**config.mk**
```make
export PLATFORM = sky130hd
export DESIGN_NAME = multicycle_seq
export DESIGN_NICKNAME = d
export VERILOG_FILES = /design/src/rtl/multicycle_seq.sv
export SDC_FILE = /design/constraint.sdc
export NUM_CORES = 1
export LEC_CHECK = 0
export CORE_ASPECT_RATIO = 0.7
export CORE_MARGIN = 2
export CORE_UTILIZATION = 52
export DETAILED_ROUTE_END_ITERATION = 16
export GPL_TIMING_DRIVEN = 1
export PLACE_DENSITY = 0.84
export SLEW_MARGIN = 40
export SYNTH_ARGS = -nofsm -noshare
export SYNTH_HDL_FRONTEND = slang
export SYNTH_SLANG_ARGS = --single-unit
```
**constraint.sdc**
```tcl
create_clock -name clk -period 5 [get_ports clk]
set_input_delay 0.75 -clock clk [delete_from_list [all_inputs] [get_ports clk]]
set_output_delay 0.75 -clock clk [all_outputs]
set_load 0.02 [all_outputs]
```
**src/rtl/multicycle_seq.sv**
```systemverilog
// multicycle_seq: multi-cycle sequencer for the 16-bit CPU.
//   Steps each instruction through FETCH/DECODE/EXEC/MEM/WB and decides in
//   which cycle each datapath write happens. It also runs the request/ready
//   handshake to the shared memory, with a bounded wait that ends in ERR.
// Ports:
//   clk, rst              clock, synchronous active-high reset
//   opcode[3:0]           IR opcode (valid from DECODE onward)
//   stall                 hazard stall, only honoured in FETCH
//   alu_zero              ALU zero flag, sampled in EXEC
//   mem_ready             memory completes the current request this cycle
//   imem_req, dmem_req, dmem_we      memory requests
//   ir_write, pc_write, pc_src[1:0], reg_write   datapath strobes
//   instr_done            one-cycle retire pulse
//   retired[15:0]         retired-instruction count (wraps)
//   state[2:0], halted, err          status
// Opcode map shared with the decoder:
//   0..7 ALU R/I ops, 8 LW, 9 SW, 10 BEQ, 11 BNE, 12 JUMP, 15 HALT,
//   13/14 undefined (executed as NOP).
module multicycle_seq #(
  parameter int MAX_WAIT = 8
) (
  input  logic        clk,
  input  logic        rst,
  input  logic [3:0]  opcode,
  input  logic        stall,
  input  logic        alu_zero,
  input  logic        mem_ready,
  output logic        imem_req,
  output logic        dmem_req,
  output logic        dmem_we,
  output logic        ir_write,
  output logic        pc_write,
  output logic [1:0]  pc_src,
  output logic        reg_write,
  output logic        instr_done,
  output logic [15:0] retired,
  output logic [2:0]  state,
  output logic        halted,
  output logic        err
);

  localparam logic [3:0] OP_LW   = 4'd8;
  localparam logic [3:0] OP_SW   = 4'd9;
  localparam logic [3:0] OP_BEQ  = 4'd10;
  localparam logic [3:0] OP_BNE  = 4'd11;
  localparam logic [3:0] OP_JUMP = 4'd12;
  localparam logic [3:0] OP_HALT = 4'd15;

  localparam logic [1:0] PC_INC = 2'd0;
  localparam logic [1:0] PC_BR  = 2'd1;
  localparam logic [1:0] PC_JMP = 2'd2;

  localparam logic [7:0] WAIT_LIM = 8'(MAX_WAIT);

  typedef enum logic [2:0] {
    S_FETCH  = 3'd0,
    S_DECODE = 3'd1,
    S_EXEC   = 3'd2,
    S_MEM    = 3'd3,
    S_WB     = 3'd4,
    S_HALT   = 3'd5,
    S_ERR    = 3'd6
  } state_t;

  state_t     st, nxt;
  logic [7:0] wait_cnt, wait_nxt;

  // Next state, next wait count and strobes. wait_nxt defaults to 0 so the
  // counter clears on every state change and on mem_ready; only a held,
  // not-ready request advances it.
  always_comb begin
    nxt        = st;
    wait_nxt   = '0;
    imem_req   = 1'b0;
    dmem_req   = 1'b0;
    dmem_we    = 1'b0;
    ir_write   = 1'b0;
    pc_write   = 1'b0;
    pc_src     = PC_INC;
    reg_write  = 1'b0;
    instr_done = 1'b0;
    unique case (st)
      S_FETCH: begin
        if (!stall) begin
          imem_req = 1'b1;
          if (mem_ready) begin
            ir_write = 1'b1;
            pc_write = 1'b1;
            nxt      = S_DECODE;
          end else if (wait_cnt == WAIT_LIM) begin
            nxt = S_ERR;
          end else begin
            wait_nxt = wait_cnt + 8'd1;
          end
        end
      end
      S_DECODE: begin
        if (opcode == OP_HALT) begin
          nxt = S_HALT;
        end else if (opcode == OP_JUMP) begin
          pc_write   = 1'b1;
          pc_src     = PC_JMP;
          instr_done = 1'b1;
          nxt        = S_FETCH;
        end else begin
          nxt = S_EXEC;
        end
      end
      S_EXEC: begin
        case (opcode)
          OP_LW, OP_SW: nxt = S_MEM;
          OP_BEQ: begin
            pc_write   = alu_zero;
            pc_src     = PC_BR;
            instr_done = 1'b1;
            nxt        = S_FETCH;
          end
          OP_BNE: begin
            pc_write   = !alu_zero;
            pc_src     = PC_BR;
            instr_done = 1'b1;
            nxt        = S_FETCH;
          end
          default: begin
            if (opcode[3] == 1'b0) begin
              nxt = S_WB;                 // ALU ops 0..7
            end else begin
              instr_done = 1'b1;          // undefined opcode retires as NOP
              nxt        = S_FETCH;
            end
          end
        endcase
      end
      S_MEM: begin
        dmem_req = 1'b1;
        dmem_we  = (opcode == OP_SW);
        if (mem_ready) begin
          if (opcode == OP_SW) begin
            instr_done = 1'b1;
            nxt        = S_FETCH;
          end else begin
            nxt = S_WB;
          end
        end else if (wait_cnt == WAIT_LIM) begin
          nxt = S_ERR;
        end else begin
          wait_nxt = wait_cnt + 8'd1;
        end
      end
      S_WB: begin
        reg_write  = 1'b1;
        instr_done = 1'b1;
        nxt        = S_FETCH;
      end
      default: nxt = st;                  // HALT / ERR are sticky until rst
    endcase

    // No strobe may fire in a reset cycle, whatever the current state.
    if (rst) begin
      imem_req   = 1'b0;
      dmem_req   = 1'b0;
      dmem_we    = 1'b0;
      ir_write   = 1'b0;
      pc_write   = 1'b0;
      pc_src     = PC_INC;
      reg_write  = 1'b0;
      instr_done = 1'b0;
    end
  end

  always_ff @(posedge clk) begin
    if (rst) begin
      st       <= S_FETCH;
      wait_cnt <= '0;
      retired  <= '0;
    end else begin
      st       <= nxt;
      wait_cnt <= wait_nxt;
      if (instr_done) retired <= retired + 16'd1;
    end
  end

  assign state  = st;
  assign halted = (st == S_HALT);
  assign err    = (st == S_ERR);

endmodule

```
==> flow_summary_export.csv <==
group,metric,value,unit
place,port_buffers,38,
sta,worst_pin_slew,587,ps
sta,finClkSkew,8.20,ps
floorplanning,die_y,49.7,µm
finish,n_antenna_cell,0,
yosys,syn_area_per_cell,8.05,µm²
pwr,ir_drop,0.000143,V
global_routing,overflow,0,
pwr,p_int,0.302,mW
floorplanning,core_area,2820,µm²
yosys,synth_edf_count,0,
route,drt-total-wl,3770,µm
global_routing,grt_max_degree,24,
worst_setup_path,criticalPathCategory,"in2out",
finish,seqCellArea,541,µm²
yosys,synth_nets,205,
pwr,swShare,27.8,%
sta,relSlewSlack,60.8,%
yosys,synthMuxAreaShare,0.725,%
worst_setup_path,r2r_setup_slack,2690,ps
floorplanning,placementRows,16,
floorplanning,die_w,69.3,µm
flow_run,cap_violations,0,
route,avgRoutedWirePerCell,14.3,µm
clock_network,cts_sinks,27,
worst_setup_path,crit_path_start_kind,"input port",
yosys,synth_top_family_by_area,"simple AND/OR/NAND/NOR gates",
yosys,yosys.cell_count.top_type,"dfxtp_1",
yosys,synthesis.instances,193,
sta,tns,0,ps
place,gp_congestion,0.879,
pwr,power_frac_comb,15.5,%
floorplanning,start_util,55.1,%
sta,layout_min_cycle_time,3670,ps
pwr,power_density,211,nW/µm²
place,placed_area,1940,µm²
outcome,status,"complete, no violations",
route,ant_nets,0,
sta,max_clock_freq,273,MHz
worst_setup_path,crit_path_max_fanout,13,
clock_network,cts_root_buf,"clkbuf_8",
clock_network,cts_buffer_depth,2,
pwr,clkPwrFrac,30.2,%
yosys,synthAdderAreaFrac,2.42,%
worst_hold_path,hold_start,"wait_cnt[0]",
finish,syn2layout_area_growth,27.6,%
worst_setup_path,critPathArrivalTime,2920,ps
worst_hold_path,hold_depth,1,
worst_setup_path,rr_endpoint,"retired[11]",
worst_setup_path,cp_data_required_time,4250,ps
clock_network,cts_setup_buffers,0,
worst_hold_path,holdPathEnd,"wait_cnt[0]",
yosys,synth-seq-area-share,34.8,%
route,dr.pass1.iters,4,
yosys,synth_cell_types,44,
yosys,ys_ff_latch,27,
yosys,synth-compound-area-share,16.2,%
worst_hold_path,min_path_type,"reg2reg",
place,dp_hpwl,2860,µm
sta,timing.final.hold_violations,0,
clock_network,clk_latency,280,ps
floorplanning,die-area,3450,µm²
global_routing,grt_pass1_wl,6440,µm
yosys,synth_area_leaders,"dfxtp_1 (35%), xnor2_1 (6.2%), nor2_1 (6.0%)",
global_routing,antenna_found_initial,0,
sta,rsz0062_at_grt,"no",
yosys,netlist_area,1550,µm²
pwr,p_sw,0.116,mW
worst_setup_path,rr_startpoint,"state[1]",
route,post-route-drc-count,0,
route,post_drt_via_cell_ratio,5.71,
clock_network,cts_tree,"yes",
global_routing,grt.total_usage,23.2,%
clock_network,post_cts_resized,0,
route,num_vias,1502,
yosys,synthSimpleGateAreaFrac,31.2,%
worst_setup_path,crit_path_end_kind,"primary output",
floorplanning,ios,39,
route,drtIter0Drc,64,
clock_network,htree_levels,1,
finish,multi_input_area,933,µm²
clock_network,clkTransAtPathRegs,90,ps
finish,nets,240,
finish,drive_gt1_share,5.29,%
sta,drv_slew,0,
yosys,synth_xor_area_share,9.58,%
yosys,synth_top_area_share,34.8,%
finish,fill_cells,229,
yosys,synthArstFlopShare,0,%
yosys,synth_top_area_cell,"dfxtp_1",
finish,stdcell_area,1980,µm²
sta,setup_violations,0,
worst_setup_path,crit_start,"opcode[1]",
pwr,power_frac_seq,54.3,%
clock_network,cts-hold-fix-buffers,0,
worst_setup_path,worstRegToRegCells,5,
yosys,yosysWarnings,0,
yosys,synthFlopType,"dfxtp_1",
sta,period_share,73.3,%
pwr,p_leak,0.650,nW
sta,hold_slack,480,ps
global_routing,grt_pass1_vias,1432,
clock_network,numCtsBuffers,3,
yosys,synthTopCellsByCount,"dfxtp_1 (27), nor2_1 (25), nand2_1 (18)",
critical path, cell delays in order:
cell	delay [ps]
clkdlybuf4s50_1	510
or2_2	350
a32oi_2	400
and2_4	310
nor2_1	60
clkdlybuf4s50_1	530
metal layers:
metal	global-route usage [%]	vias up	share of wire, %
met5	0	-	0
met4	7.84	0	1.4
met3	4.50	6	4.4
met2	41.5	41	47
met1	28.0	702	47
li1	-	753	-
kinds of logic (layout without fill, tap and decap cells):
group	after synthesis	in the layout
simple gates	93	93
flops	27	27
mux	1	1
fa+ha+maj	3	3
buf+inv	17	51
xor+xnor	17	17
compound gates	35	35
cell usage in the layout, fill, tap and decap left out, types with 4 or more instances in the layout:
cell type        Yosys  routed
a21oi_1             12      12
nand2_1             18      18
nor3_1               4       4
clkdlybuf4s50_1      0      38
a211oi_1             4       4
nor4_1               5       5
xor2_1               6       6
dfxtp_1             27      27
inv_1                8       8
nor2_1              25      25
nand3_1             10      10
xnor2_1             11      11
o21ai_0              7       7
nand4_1              5       5
power by group through the flow:
stage / logic [mW] / registers (mW) / clock network [mW]
final: 0.0647 / 0.227 / 0.126
after global routing: 0.0706 / 0.228 / 0.136
after CTS: 0.0646 / 0.227 / 0.128
after detailed placement: 0.0642 / 0.232 / 0
after global placement: 0.0613 / 0.231 / 0
after floorplan: 0.0410 / 0.229 / 0
flip-flops by register name (all words and copies together) (netlist names):
signal	flops
retired	16
state	3
wait_cnt	8
worst max path at each step:
stage	end	slack, ps	cells past startpoint
6_report	instr_done	1330	6
4_1_cts	instr_done	1340	6
5_1_grt	instr_done	1220	6
3_3_place_gp	instr_done	1420	6
2_1_floorplan	pc_write	2240	4
3_5_place_dp	instr_done	1340	6
stage by stage:
| stage | total power [mW] | worst slack (ps) | cells | util [%] |
|---|---|---|---|---|
| 2_1_floorplan | 0.270 | 2240 | 193 | - |
| 5_1_grt | 0.435 | 1220 | 263 | 70.3 |
| 3_5_place_dp | 0.296 | 1340 | 259 | 68.6 |
| 6_report | 0.418 | 1330 | 263 | 70.3 |
| 3_3_place_gp | 0.293 | 1420 | 259 | 68.6 |
| 4_1_cts | 0.419 | 1340 | 263 | 70.3 |
cell type report:
cell class                 instances  share of cell area [%]
tap                               36                    2.27
inverter                           8                    1.51
clock inverter                     1                   0.252
multi-input combinational        149                    47.1
timing repair buffer              39                    19.6
clock buffer                       3                    2.08
sequential                        27                    27.3
No activity file was read; power rests on OpenSTA's default activity.
